===== config.mk =====
export PLATFORM = sky130hd
export DESIGN_NAME = gain_sequencer
export DESIGN_NICKNAME = d
export VERILOG_FILES = /design/src/rtl/gain_sequencer.sv
export SDC_FILE = /design/constraint.sdc
export NUM_CORES = 1
export LEC_CHECK = 0
export BUFFER_PORTS_ARGS = -buffer_cell sky130_fd_sc_hd__buf_2
export CORE_MARGIN = 2
export CORE_UTILIZATION = 56
export CTS_CLUSTER_DIAMETER = 50
export CTS_CLUSTER_SIZE = 10
export DETAILED_ROUTE_END_ITERATION = 16
export PLACE_DENSITY = 0.86
export SYNTH_ARGS = -nofsm -noshare
export SYNTH_HDL_FRONTEND = slang
export SYNTH_SLANG_ARGS = --single-unit
export TNS_END_PERCENT = 50

===== constraint.sdc =====
create_clock -name CLK -period 3 [get_ports CLK]
set_clock_uncertainty 0.2 [all_clocks]
set_input_delay 0.3 -clock CLK [delete_from_list [all_inputs] [get_ports CLK]]
set_output_delay 0.3 -clock CLK [all_outputs]
set_load 0.02 [all_outputs]

===== src/rtl/gain_sequencer.sv =====
`default_nettype none
// ============================================================================
// Module      : gain_sequencer
// Description : Multi-level gain controller for the tone generator output
//               stage. Conditions three raw buttons (volume up, volume down,
//               mute toggle), keeps a user target level with hold-to-repeat,
//               and ramps the applied gain one step at a time toward the
//               effective target so the output never clicks.
// Revision    : 1.0 - initial release
// ----------------------------------------------------------------------------
// Ports
//   CLK    in   1       system clock
//   RST    in   1       synchronous active-high reset
//   btnU   in   1       raw volume-up button (asynchronous)
//   btnD   in   1       raw volume-down button (asynchronous)
//   btnC   in   1       raw mute-toggle button (asynchronous)
//   gain   out  GAIN_W  applied gain, feeds the amplitude scaler
//   level  out  GAIN_W  target level chosen by the user
//   muted  out  1       mute state
//   busy   out  1       high while gain differs from the effective target
// ============================================================================
module gain_sequencer #(
    parameter int DEBOUNCE    = 1_000_000,
    parameter int HOLD        = 50_000_000,
    parameter int REPEAT      = 12_500_000,
    parameter int RAMP_TICKS  = 100_000,
    parameter int GAIN_W      = 4,
    parameter int MAX_LEVEL   = 15,
    parameter int RESET_LEVEL = 8
) (
    input  logic              CLK,
    input  logic              RST,
    input  logic              btnU,
    input  logic              btnD,
    input  logic              btnC,
    output logic [GAIN_W-1:0] gain,
    output logic [GAIN_W-1:0] level,
    output logic              muted,
    output logic              busy
);

    // ------------------------------------------------------------------------
    // Counter widths and terminal counts
    // ------------------------------------------------------------------------
    localparam int DB_W   = (DEBOUNCE > 1) ? $clog2(DEBOUNCE) : 1;
    localparam int HR_MAX = (HOLD > REPEAT) ? HOLD : REPEAT;
    localparam int HR_W   = (HR_MAX > 1) ? $clog2(HR_MAX) : 1;
    localparam int RT_W   = (RAMP_TICKS > 1) ? $clog2(RAMP_TICKS) : 1;

    localparam logic [DB_W-1:0]   c_db_last     = DB_W'(DEBOUNCE - 1);
    localparam logic [HR_W-1:0]   c_hold_last   = HR_W'(HOLD - 1);
    localparam logic [HR_W-1:0]   c_rep_last    = HR_W'(REPEAT - 1);
    localparam logic [RT_W-1:0]   c_ramp_last   = RT_W'(RAMP_TICKS - 1);
    localparam logic [GAIN_W-1:0] c_max_level   = GAIN_W'(MAX_LEVEL);
    localparam logic [GAIN_W-1:0] c_reset_level = GAIN_W'(RESET_LEVEL);

    // Button index map: 0 = up, 1 = down, 2 = mute
    logic [2:0] w_raw;
    logic [2:0] w_db;
    logic [2:0] w_press;

    assign w_raw = {btnC, btnD, btnU};

    // ------------------------------------------------------------------------
    // Input conditioning: 2-FF synchroniser, debounce, press-edge detect
    // ------------------------------------------------------------------------
    for (genvar gi = 0; gi < 3; gi++) begin : g_btn
        logic            sync1_q;
        logic            sync2_q;
        logic            db_q;
        logic            db_prev_q;
        logic [DB_W-1:0] cnt_q;

        always_ff @(posedge CLK) begin
            if (RST) begin
                sync1_q   <= 1'b0;
                sync2_q   <= 1'b0;
                db_q      <= 1'b0;
                db_prev_q <= 1'b0;
                cnt_q     <= '0;
            end else begin
                sync1_q   <= w_raw[gi];
                sync2_q   <= sync1_q;
                db_prev_q <= db_q;
                // The counter only advances while the synchronised input
                // disagrees with the accepted state, so any bounce back to
                // the old value restarts the qualification window.
                if (sync2_q != db_q) begin
                    if (cnt_q == c_db_last) begin
                        db_q  <= ~db_q;
                        cnt_q <= '0;
                    end else begin
                        cnt_q <= cnt_q + DB_W'(1);
                    end
                end else begin
                    cnt_q <= '0;
                end
            end
        end

        assign w_db[gi]    = db_q;
        assign w_press[gi] = db_q & ~db_prev_q;
    end

    // ------------------------------------------------------------------------
    // Up/down step source with hold-to-repeat
    // ------------------------------------------------------------------------
    typedef enum logic [1:0] {
        S_IDLE      = 2'd0,
        S_HOLDWAIT  = 2'd1,
        S_REPEATING = 2'd2
    } state_t;

    state_t          state_q, state_d;
    logic [HR_W-1:0] hr_cnt_q, hr_cnt_d;
    logic            dir_dn_q, dir_dn_d;   // direction of the active sequence
    logic            w_step;
    logic            w_step_is_dn;
    logic            w_active;
    logic            w_other;
    logic            w_step_up;
    logic            w_step_dn;

    assign w_active  = dir_dn_q ? w_db[1] : w_db[0];
    assign w_other   = dir_dn_q ? w_db[0] : w_db[1];
    assign w_step_up = w_step & ~w_step_is_dn;
    assign w_step_dn = w_step &  w_step_is_dn;

    always_ff @(posedge CLK) begin
        if (RST) begin
            state_q  <= S_IDLE;
            hr_cnt_q <= '0;
            dir_dn_q <= 1'b0;
        end else begin
            state_q  <= state_d;
            hr_cnt_q <= hr_cnt_d;
            dir_dn_q <= dir_dn_d;
        end
    end

    always_comb begin
        state_d      = state_q;
        hr_cnt_d     = hr_cnt_q;
        dir_dn_d     = dir_dn_q;
        w_step       = 1'b0;
        w_step_is_dn = dir_dn_q;

        case (state_q)
            S_IDLE: begin
                hr_cnt_d = '0;
                // A sequence starts only on a press edge of one button while
                // the other is released; simultaneous presses start nothing.
                if (w_press[0] && !w_db[1]) begin
                    w_step       = 1'b1;
                    w_step_is_dn = 1'b0;
                    dir_dn_d     = 1'b0;
                    state_d      = S_HOLDWAIT;
                end else if (w_press[1] && !w_db[0]) begin
                    w_step       = 1'b1;
                    w_step_is_dn = 1'b1;
                    dir_dn_d     = 1'b1;
                    state_d      = S_HOLDWAIT;
                end
            end

            S_HOLDWAIT, S_REPEATING: begin
                if (!w_active || w_other) begin
                    state_d  = S_IDLE;
                    hr_cnt_d = '0;
                end else if (hr_cnt_q == ((state_q == S_HOLDWAIT) ? c_hold_last
                                                                  : c_rep_last)) begin
                    w_step   = 1'b1;
                    state_d  = S_REPEATING;
                    hr_cnt_d = '0;
                end else begin
                    hr_cnt_d = hr_cnt_q + HR_W'(1);
                end
            end

            default: begin
                state_d  = S_IDLE;
                hr_cnt_d = '0;
            end
        endcase
    end

    // ------------------------------------------------------------------------
    // Level, mute and gain ramp
    // ------------------------------------------------------------------------
    logic [GAIN_W-1:0] level_q, level_d;
    logic [GAIN_W-1:0] gain_q, gain_d;
    logic              muted_q, muted_d;
    logic              busy_q, busy_d;
    logic [RT_W-1:0]   ramp_cnt_q, ramp_cnt_d;
    logic [GAIN_W-1:0] w_eff;
    logic [GAIN_W-1:0] w_eff_next;

    assign w_eff      = muted_q ? '0 : level_q;
    assign w_eff_next = muted_d ? '0 : level_d;

    always_comb begin
        level_d = level_q;
        if (w_step_up && (level_q != c_max_level)) begin
            level_d = level_q + GAIN_W'(1);
        end else if (w_step_dn && (level_q != '0)) begin
            level_d = level_q - GAIN_W'(1);
        end
    end

    assign muted_d = muted_q ^ w_press[2];

    // The ramp always steps toward the present effective target, so a target
    // change mid-ramp just redirects it; the tick counter keeps running.
    always_comb begin
        gain_d     = gain_q;
        ramp_cnt_d = ramp_cnt_q;
        if (gain_q == w_eff) begin
            ramp_cnt_d = '0;
        end else if (ramp_cnt_q == c_ramp_last) begin
            ramp_cnt_d = '0;
            gain_d     = (gain_q < w_eff) ? gain_q + GAIN_W'(1)
                                          : gain_q - GAIN_W'(1);
        end else begin
            ramp_cnt_d = ramp_cnt_q + RT_W'(1);
        end
    end

    // busy is registered from next-state values so it always describes the
    // gain and target visible on the outputs in the same cycle.
    assign busy_d = (gain_d != w_eff_next);

    always_ff @(posedge CLK) begin
        if (RST) begin
            level_q    <= c_reset_level;
            gain_q     <= '0;
            muted_q    <= 1'b0;
            busy_q     <= 1'b0;
            ramp_cnt_q <= '0;
        end else begin
            level_q    <= level_d;
            gain_q     <= gain_d;
            muted_q    <= muted_d;
            busy_q     <= busy_d;
            ramp_cnt_q <= ramp_cnt_d;
        end
    end

    assign gain  = gain_q;
    assign level = level_q;
    assign muted = muted_q;
    assign busy  = busy_q;

endmodule
`default_nettype wire


==> results of run 1 <==
cell families after synthesis:
group / count (synthesis) / share of synthesized area (%)
adder cells (fa/ha/maj): 17 / 3.67
AO/OA/AOI/OAI: 42 / 4.96
buffers and inverters: 38 / 2.54
XOR/XNOR: 100 / 14.8
AND/OR/NAND/NOR: 359 / 30.1
flip-flops: 128 / 42.7
multiplexers: 7 / 1.17
final cells by class:
class / instances / share of cell area [%]
clock buffer: 25 / 6.76
clock inverter: 6 / 1.12
inverter: 21 / 1.10
multi-input combinational: 525 / 48.3
sequential: 128 / 36.0
tap: 136 / 2.38
timing repair buffer: 44 / 4.33
timing repair:
| item | in CTS | in global routing |
|---|---|---|
| gates cloned | 0 | 0 |
| setup endpoints to repair | 1 | 1 |
| setup buffers | 2 | 1 |
| pin swaps | 17 | 4 |
| hold buffers | 3 | 0 |
| endpoints found under the hold margin | 3 | 0 |
| resized for setup | 23 | 7 |
worst max-delay path, cell delays in order (launching register included):
cell and delay [ns]:
sky130_fd_sc_hd__dfxtp_1 0.35, sky130_fd_sc_hd__inv_1 0.07, sky130_fd_sc_hd__ha_1 0.29, sky130_fd_sc_hd__and4bb_2 0.24, sky130_fd_sc_hd__o21bai_1 0.07, sky130_fd_sc_hd__o41a_1 0.44
sky130_fd_sc_hd__a311oi_4 0.46, sky130_fd_sc_hd__xnor3_1 0.36, sky130_fd_sc_hd__or4b_1 0.48, sky130_fd_sc_hd__nand2_1 0.07, sky130_fd_sc_hd__o31ai_1 0.08
power breakdown:
part           switching (mW)  internal (mW)  total (mW)
clock                   0.705           1.26        1.97
sequential            0.00771           1.71        1.72
combinational          0.0263         0.0152      0.0414
total                   0.739           2.98        3.72
cells in the mapped netlist, types with 3 or more instances:
master and count:
sky130_fd_sc_hd__nand3_1 47, sky130_fd_sc_hd__mux2i_1 7, sky130_fd_sc_hd__dfxtp_1 128, sky130_fd_sc_hd__o21ai_0 10
sky130_fd_sc_hd__nor4_1 4, sky130_fd_sc_hd__nor4b_1 4, sky130_fd_sc_hd__and3_1 23, sky130_fd_sc_hd__xor2_1 53
sky130_fd_sc_hd__and4_1 7, sky130_fd_sc_hd__or3_1 10, sky130_fd_sc_hd__xnor2_1 46, sky130_fd_sc_hd__o21bai_1 3
sky130_fd_sc_hd__nand4_1 15, sky130_fd_sc_hd__clkbuf_1 13, sky130_fd_sc_hd__nor3_1 11, sky130_fd_sc_hd__nor2_1 144
sky130_fd_sc_hd__a21oi_1 10, sky130_fd_sc_hd__inv_1 21, sky130_fd_sc_hd__ha_1 16, sky130_fd_sc_hd__nand2_1 44
sky130_fd_sc_hd__nor2b_1 15, sky130_fd_sc_hd__nor4bb_1 4, sky130_fd_sc_hd__nand2b_1 6, sky130_fd_sc_hd__nor3b_1 5
sky130_fd_sc_hd__or2_2 3
state kept, by name (all words and copies together), names as in the netlist:
name	cells
g_btn.sync1_q	3
busy	1
g_btn.db_prev_q	3
g_btn.db_q	3
dir_dn_q	1
g_btn.cnt_q	60
muted	1
gain	4
g_btn.sync2_q	3
level	4
hr_cnt_q	26
ramp_cnt_q	17
state_q	2
layer usage:
layer | track usage, % | wire, µm | share of wire, % | vias up
met3 | 6.11 | 618 | 4.3 | 53
met5 | 0 | 0 | 0 | -
met4 | 10.3 | 379 | 2.6 | 0
li1 | - | - | - | 2443
met2 | 46.0 | 7700 | 53 | 167
met1 | 28.6 | 5810 | 40 | 2457
how the worst min path moves through the flow:
| stage | end | slack (ns) |
|---|---|---|
| 2_1_floorplan | g_btn[0].sync2_q | 0.21 |
| 3_3_place_gp | g_btn[2].sync2_q | 0.22 |
| 3_5_place_dp | g_btn[1].sync2_q | 0.25 |
| 4_1_cts | gain[3] | 0.03 |
| 5_1_grt | gain[3] | 0.08 |
| 6_report | gain[3] | 0.08 |
metrics by stage:
step	area (µm²)	hold WS [ns]	std cells	util (%)	power, mW
detailed placement	6380	0.246	848	61.6	1.79
CTS	7120	0.0310	884	68.6	3.74
finish	7160	0.0819	885	69.0	3.72
floorplan	6050	0.214	691	-	1.78
global placement	6380	0.217	848	61.6	1.78
global route	7160	0.0815	885	69.0	3.82
==> results.md, run 1 <==
Place:
- The HPWL after detailed placement is 8360 µm.
- The pre-CTS setup slack is -0.188 ns.
- Buffers placed on the I/O ports in this run total 14.
- The weighted congestion reported at the end of routability-driven placement is 0.850.

Layout:
- The number of antenna diodes in the final layout is 0.
- The combined area of the multi-input logic cells is 3460 µm².
- From synthesis to final layout, the design area changed by 19.3%.
- In the final layout, the share of cells above drive strength 1 is 15.1%.
- The filler cell count is 714.
- The area of all sequential standard cells is 2580 µm².
- The top cell types in the final layout, fill and taps aside, are 142 x sky130_fd_sc_hd__nor2_1, 121 x sky130_fd_sc_hd__dfxtp_1, 51 x sky130_fd_sc_hd__xor2_1.
- The number of nets in the layout is 759.
- The library cell used most frequently in the layout, excluding fill and tap cells, is sky130_fd_sc_hd__nor2_1.

Clocking:
- The clock root buffer master is sky130_fd_sc_hd__clkbuf_8.
- The latest clock arrival within the worst-skew pair is 0.52 ns.
- CTS built an H-tree with a depth of 4.
- The TritonCTS sink count is 128.
- TritonCTS built the clock tree.
- The clock-pin slew of the registers on the worst-case setup and hold paths is 0.06 ns.
- The number of buffers on the longest clock path is 2.
- The number of clock buffers added by TritonCTS is 17.

Synthesis:
- The post-synthesis instance area is 6000 µm².
- The average cell area after synthesis is 8.68 µm².
- Synthesis produced 691 cells.
- The post-synthesis net count is 713.
- Yosys attributes the largest share of cell area to sky130_fd_sc_hd__dfxtp_1 43%, sky130_fd_sc_hd__nor2_1 9.0%, sky130_fd_sc_hd__xor2_1 7.7%.
- The register bit total from synthesis is 128.
- The most used flip-flop cell after synthesis is sky130_fd_sc_hd__dfxtp_1.
- The netlist uses 57 different library cells.
- For this run, the register share of the synthesized area comes to 42.7%.
- In the synthesized netlist the async set-or-reset flop fraction comes to 0%.
- The synthesized design contains 0 enable-type register cells.
- sky130_fd_sc_hd__dfxtp_1 takes more of the synthesized area than any other cell.
- The total of warnings raised by yosys is 0.
- The share of Yosys cell area claimed by the top area cell type is 42.7%.

Setup path:
- By startpoint and endpoint, the worst setup path is classified as register to register.
- The critical path starts at state_q[1].
- At the worst endpoint, the arrival time is 3.43 ns.
- For the worst flop-to-flop path, the logic depth is 10.
- Following the worst setup path forward leads to its endpoint at busy.
- The worst setup path is launched from a register.
- The reg-to-reg setup timing slack is -0.25 ns.
- The kind of end point of the critical path is a register.
- The source of the worst register-to-register timing path is state_q[1].
- The worst register-to-register path ends at busy.
- The worst path required time is 3.18 ns.
- Of all nets on the critical path, the largest fanout is 2.

Floorplan:
- The floorplan step defined a die boundary enclosing 11,600 µm².
- The placeable core area is 10,400 µm².
- The number of top-level pins is 15.
- The effective utilization at floorplan is 57.9%.
- From bottom edge to top edge, the die measures 108 µm.
- The die is 108 µm wide.
- After floorplanning, the core was divided into 37 placement rows.

Pwr:
- The largest voltage drop on the vdd net is 414 µV.
- The static leakage is 2.59 nW.
- The total power per unit cell area is 520 nW/µm².

Hold path:
- Along the worst hold path, the cell count comes to 2.
- The class of the worst hold path is primary input to register.
- The worst hold path startpoint is RST.

Timing:
- For the final routed database, the setup TNS stands at -0.247 ns.
- The setup-violating endpoint count in the final report is 1.
- The final hold violation count is 0.
- The number of max-slew violations in the final report is 0.
- The worst relative slew slack is 55.3%.
- At the pin with the least slew margin, the transition time is 0.671 ns.
- For this run, the top clock speed supported by timing is 308 MHz.
- The worst path setup slack after routing is -0.247 ns.
- Dividing the final minimum period by the clock period gives 108%.
- Counting I/O delays and the setup requirement, the final critical path takes 3.25 ns.
- Setup repair after global routing could not meet its margin everywhere.

Global route:
- The global router's overall resource usage is 25.5%.
- The first global-routing pass estimated 23,700 µm of wire.
- The number of antenna violations at the first check in global routing is 0.
- The pin count of the biggest net entering global routing is 34.
- Summed over all layers, the global routing overflow is 0.
- The number of global-route vias before repair is 5,178.

Route:
- The routed wire length per instance is 16.4 µm.
- The remaining antenna violation count after routing is 0.
- The final layout contains routed wiring with a total length of 14,500 µm.
- After detailed routing, the number of vias per cell comes to 5.79.
- The number of optimization iterations in the first detailed-route pass is 5.
- The first routing iteration left 497 violations.
- The remaining routing DRC violations is 0.
- The final route contains 5,120 vias.

Flow run:
- The tool flagged a number of max-cap violations equal to 0.

Outcome:
- The final reports fail on setup timing.
- The flow ran to the end, but the final reports show violations.
Note: power is estimated with default switching activity, not from simulation.
==> run 2: changes to the inputs <==
--- a/config.mk
+++ b/config.mk
@@ -11,7 +11,8 @@
 export CTS_CLUSTER_DIAMETER = 50
 export CTS_CLUSTER_SIZE = 10
 export DETAILED_ROUTE_END_ITERATION = 16
-export PLACE_DENSITY = 0.86
+export PLACE_DENSITY = 0.85
+export SLEW_MARGIN = 20
 export SYNTH_ARGS = -nofsm -noshare
 export SYNTH_HDL_FRONTEND = slang
 export SYNTH_SLANG_ARGS = --single-unit
==> run 2 against run 1 <==
- the flow still finishes with violations (setup timing)
- first-iteration DRC count decreased by 20%
- sequential share of layout area decreased by 0.58 points
- global-route usage decreased by 1.6 points
- combinational power decreased by 3%
- sequential cell count unchanged
- maximum frequency increased by 3.3%
- critical path depth increased by 4
- routed wire length decreased by 4.7%
- non-clock buffer count increased by 1
- register-to-register slack improved by 0.10 ns
- final area increased by 1.8%
==> results.md, run 2 (same netlist as run 1, synthesis figures left out) <==
Outcome:
- The flow ran to the end, but the final reports show violations.
- The checks that failed: setup timing.

Layout:
- More flip-flops sit in one register than any other, and that register is g_btn.cnt_q.
- The post-route cell area is 7290 µm².
- The share of cells above drive strength 1 is 15.8%.
- The number of nets in the layout is 760.
- The final design utilization is 70.3%.
- The finished layout holds 887 standard cells, fillers aside.
- The number of inserted diodes is 0.
- The area added between synthesis and finish is 21.4%.
- In the final layout, the registers with the most flip-flops are g_btn.cnt_q: 60 flops, hr_cnt_q: 26 flops, ramp_cnt_q: 17 flops.
- In the layout the commonest cells are 141 x sky130_fd_sc_hd__nor2_1, 120 x sky130_fd_sc_hd__dfxtp_1, 51 x sky130_fd_sc_hd__xor2_1.
- The flip-flop count of the largest register, all copies and words added is 60.
- The library cell used most frequently in the layout, excluding fill and tap cells, is sky130_fd_sc_hd__nor2_1.

Clocking:
- TritonCTS built the clock tree.
- The H-tree depth reported by CTS is 4.
- The tree is rooted in a sky130_fd_sc_hd__clkbuf_8.
- The number of buffers on the longest clock path is 2.
- The latest clock arrival within the worst-skew pair is 0.53 ns.
- The CTS buffer count is 17.
- After clock tree synthesis, the clock-pin slew on the worst setup and hold paths is 0.07 ns.
- For this design, the sink count on the clock tree is 128.

Setup path:
- The startpoint identified for the worst register-to-register timing path is muted.
- Tracing the worst setup path back leads to its startpoint at muted.
- At the worst endpoint, the required time is 3.20 ns.
- The kind of end point of the critical path is a register.
- The worst setup path is of the register to register kind.
- The top fanout value on the critical path is 4.
- The most critical setup path has its endpoint at busy.
- The worst path arrival time is 3.34 ns.
- The worst register-to-register path ends at busy.
- The worst setup path is launched from a register.
- The reg-to-reg setup timing slack is -0.14 ns.
- The number of cells traversed by the worst register-to-register path is 14.

Route:
- The DRC violation total after the first TritonRoute iteration is 397.
- After detailed routing, the number of remaining DRC violations is 0.
- The wire length reported by the detailed router is 13,800 µm.
- The final route contains 5,069 vias.
- The remaining antenna violation count after routing is 0.
- In the final routed layout, each cell accounts on average for 15.6 µm.
- The first detailed-routing pass ran for 5 iterations.
- The via density per instance is 5.71.

Hold path:
- The class of the worst hold path is primary input to register.
- In this run the most critical hold path is launched from RST.

Timing:
- The number of max-slew violations in the final report came to 0.
- The smallest clock period supported by the final layout is computed as 3.14 ns.
- The worst path setup slack after routing is -0.144 ns.
- Setup repair after global routing could not meet its margin everywhere.
- For the pin with the worst max-slew slack, the measured transition is 0.676 ns.
- Setup violations remaining at the end of the flow were counted as 1.
- The worst relative slew slack is 54.9%.
- Static timing analysis puts the maximum clock frequency at 318 MHz.
- Summed over all failing endpoints, the final setup total negative slack is -0.144 ns.
- The smallest hold slack is 0.0628 ns.
- The final worst-path cycle share is 105%.
- The final hold violation count came to 0.

Pwr:
- In this run the static leakage power is 2.61 nW.
- In this run the power density over the cells is 541 nW/µm².
- VDD sags by at most 495 µV.
- Overall power consumption after layout is estimated at 3.94 mW.

Floorplan:
- The effective utilization at floorplan is 57.9%.
- The die covers 11,600 µm².
- In this run the core area contains 37 standard-cell rows.
- The number of top-level pins is 15.
- The chip height is 108 µm.
- The width of the die is 108 µm.
- The placeable core area is 10,400 µm².

Place:
- The pre-CTS setup slack is -0.215 ns.
- During placement, the flow inserted port buffers numbering 14.
- Once placement finished, the instance area stood at 6350 µm².
- The instance count after placement with tap cells included is 843.
- The half-perimeter wire length after detailed placement is 8300 µm.
- The weighted congestion reported at the end of routability-driven placement is 0.839.

Global route:
- The wire length of the first global-routing pass is 22,100 µm.
- The number of antenna violations at the first check in global routing is 0.
- For this run, the total global-route usage over all layers was measured as 23.9%.
- The pin count of the biggest net entering global routing is 34.
- The number of global-route vias before repair is 4,900.
- The aggregate global routing overflow is 0.

Flow run:
- Across the run, the number of max-cap violations was 0.
run 2: cell count changes in the layout (fill, tap and decap cells not counted), moves of 2 or more:
cell                         before  now
sky130_fd_sc_hd__ha_4             4    7
sky130_fd_sc_hd__ha_1            11    9
sky130_fd_sc_hd__bufinv_16        2    4
sky130_fd_sc_hd__clkbuf_1         4    2
sky130_fd_sc_hd__clkbuf_8         5    2
sky130_fd_sc_hd__clkinv_2         4    0
sky130_fd_sc_hd__clkinv_4         0    3
sky130_fd_sc_hd__clkinvlp_4       0    3
run 2: layer usage:
metal	up-vias	track usage (%)	share of wire (%)
met1	2428	26.6	40
li1	2441	-	-
met4	0	10.6	3.0
met3	45	5.81	4.5
met5	-	0	0
met2	155	42.9	53
run 2: what timing repair did:
action,CTS,global route
buffers inserted,5,4
setup endpoints to repair,1,1
hold buffers,3,0
pin swaps,15,13
hold endpoints to repair,3,0
resized for setup,18,19
run 2: critical path, stage by stage, from the launching register on:
cell and delay, ns:
sky130_fd_sc_hd__dfxtp_4 0.36, sky130_fd_sc_hd__nand2b_4 0.15, sky130_fd_sc_hd__ha_4 0.22, sky130_fd_sc_hd__nor2b_4 0.13, sky130_fd_sc_hd__o21bai_4 0.17, sky130_fd_sc_hd__nand2_4 0.09, sky130_fd_sc_hd__buf_4 0.15, sky130_fd_sc_hd__ha_4 0.28
sky130_fd_sc_hd__a21oi_2 0.07, sky130_fd_sc_hd__nor3b_1 0.33, sky130_fd_sc_hd__o21ai_2 0.14, sky130_fd_sc_hd__xor2_2 0.23, sky130_fd_sc_hd__a21boi_1 0.12, sky130_fd_sc_hd__nor4b_2 0.26, sky130_fd_sc_hd__o31ai_1 0.10
run 2: layout make-up:
class / count / area, µm²
Clock buffer: 21 / 460
Clock inverter: 11 / 178
Fill cell: 702 / 3080
Inverter: 21 / 78.8
Multi-Input combinational cell: 525 / 3500
Timing Repair Buffer: 45 / 318
Tap cell: 136 / 170
Sequential cell: 128 / 2580
run 2: worst min path at each step:
stage / endpoint / slack (ns) / depth (start not counted)
3_5_place_dp: g_btn[2].sync2_q / 0.22 / 1
2_1_floorplan: g_btn[0].sync2_q / 0.21 / 1
5_1_grt: level[0] / 0.09 / 2
3_3_place_gp: g_btn[2].sync2_q / 0.23 / 1
4_1_cts: level[2] / 0.03 / 2
6_report: level[2] / 0.06 / 2
run 2: where the power goes:
group	total (mW)	switching, mW	internal, mW
sequential	1.71	0.00645	1.71
clock	2.19	0.762	1.43
combinational	0.0403	0.0249	0.0154
total	3.94	0.794	3.15
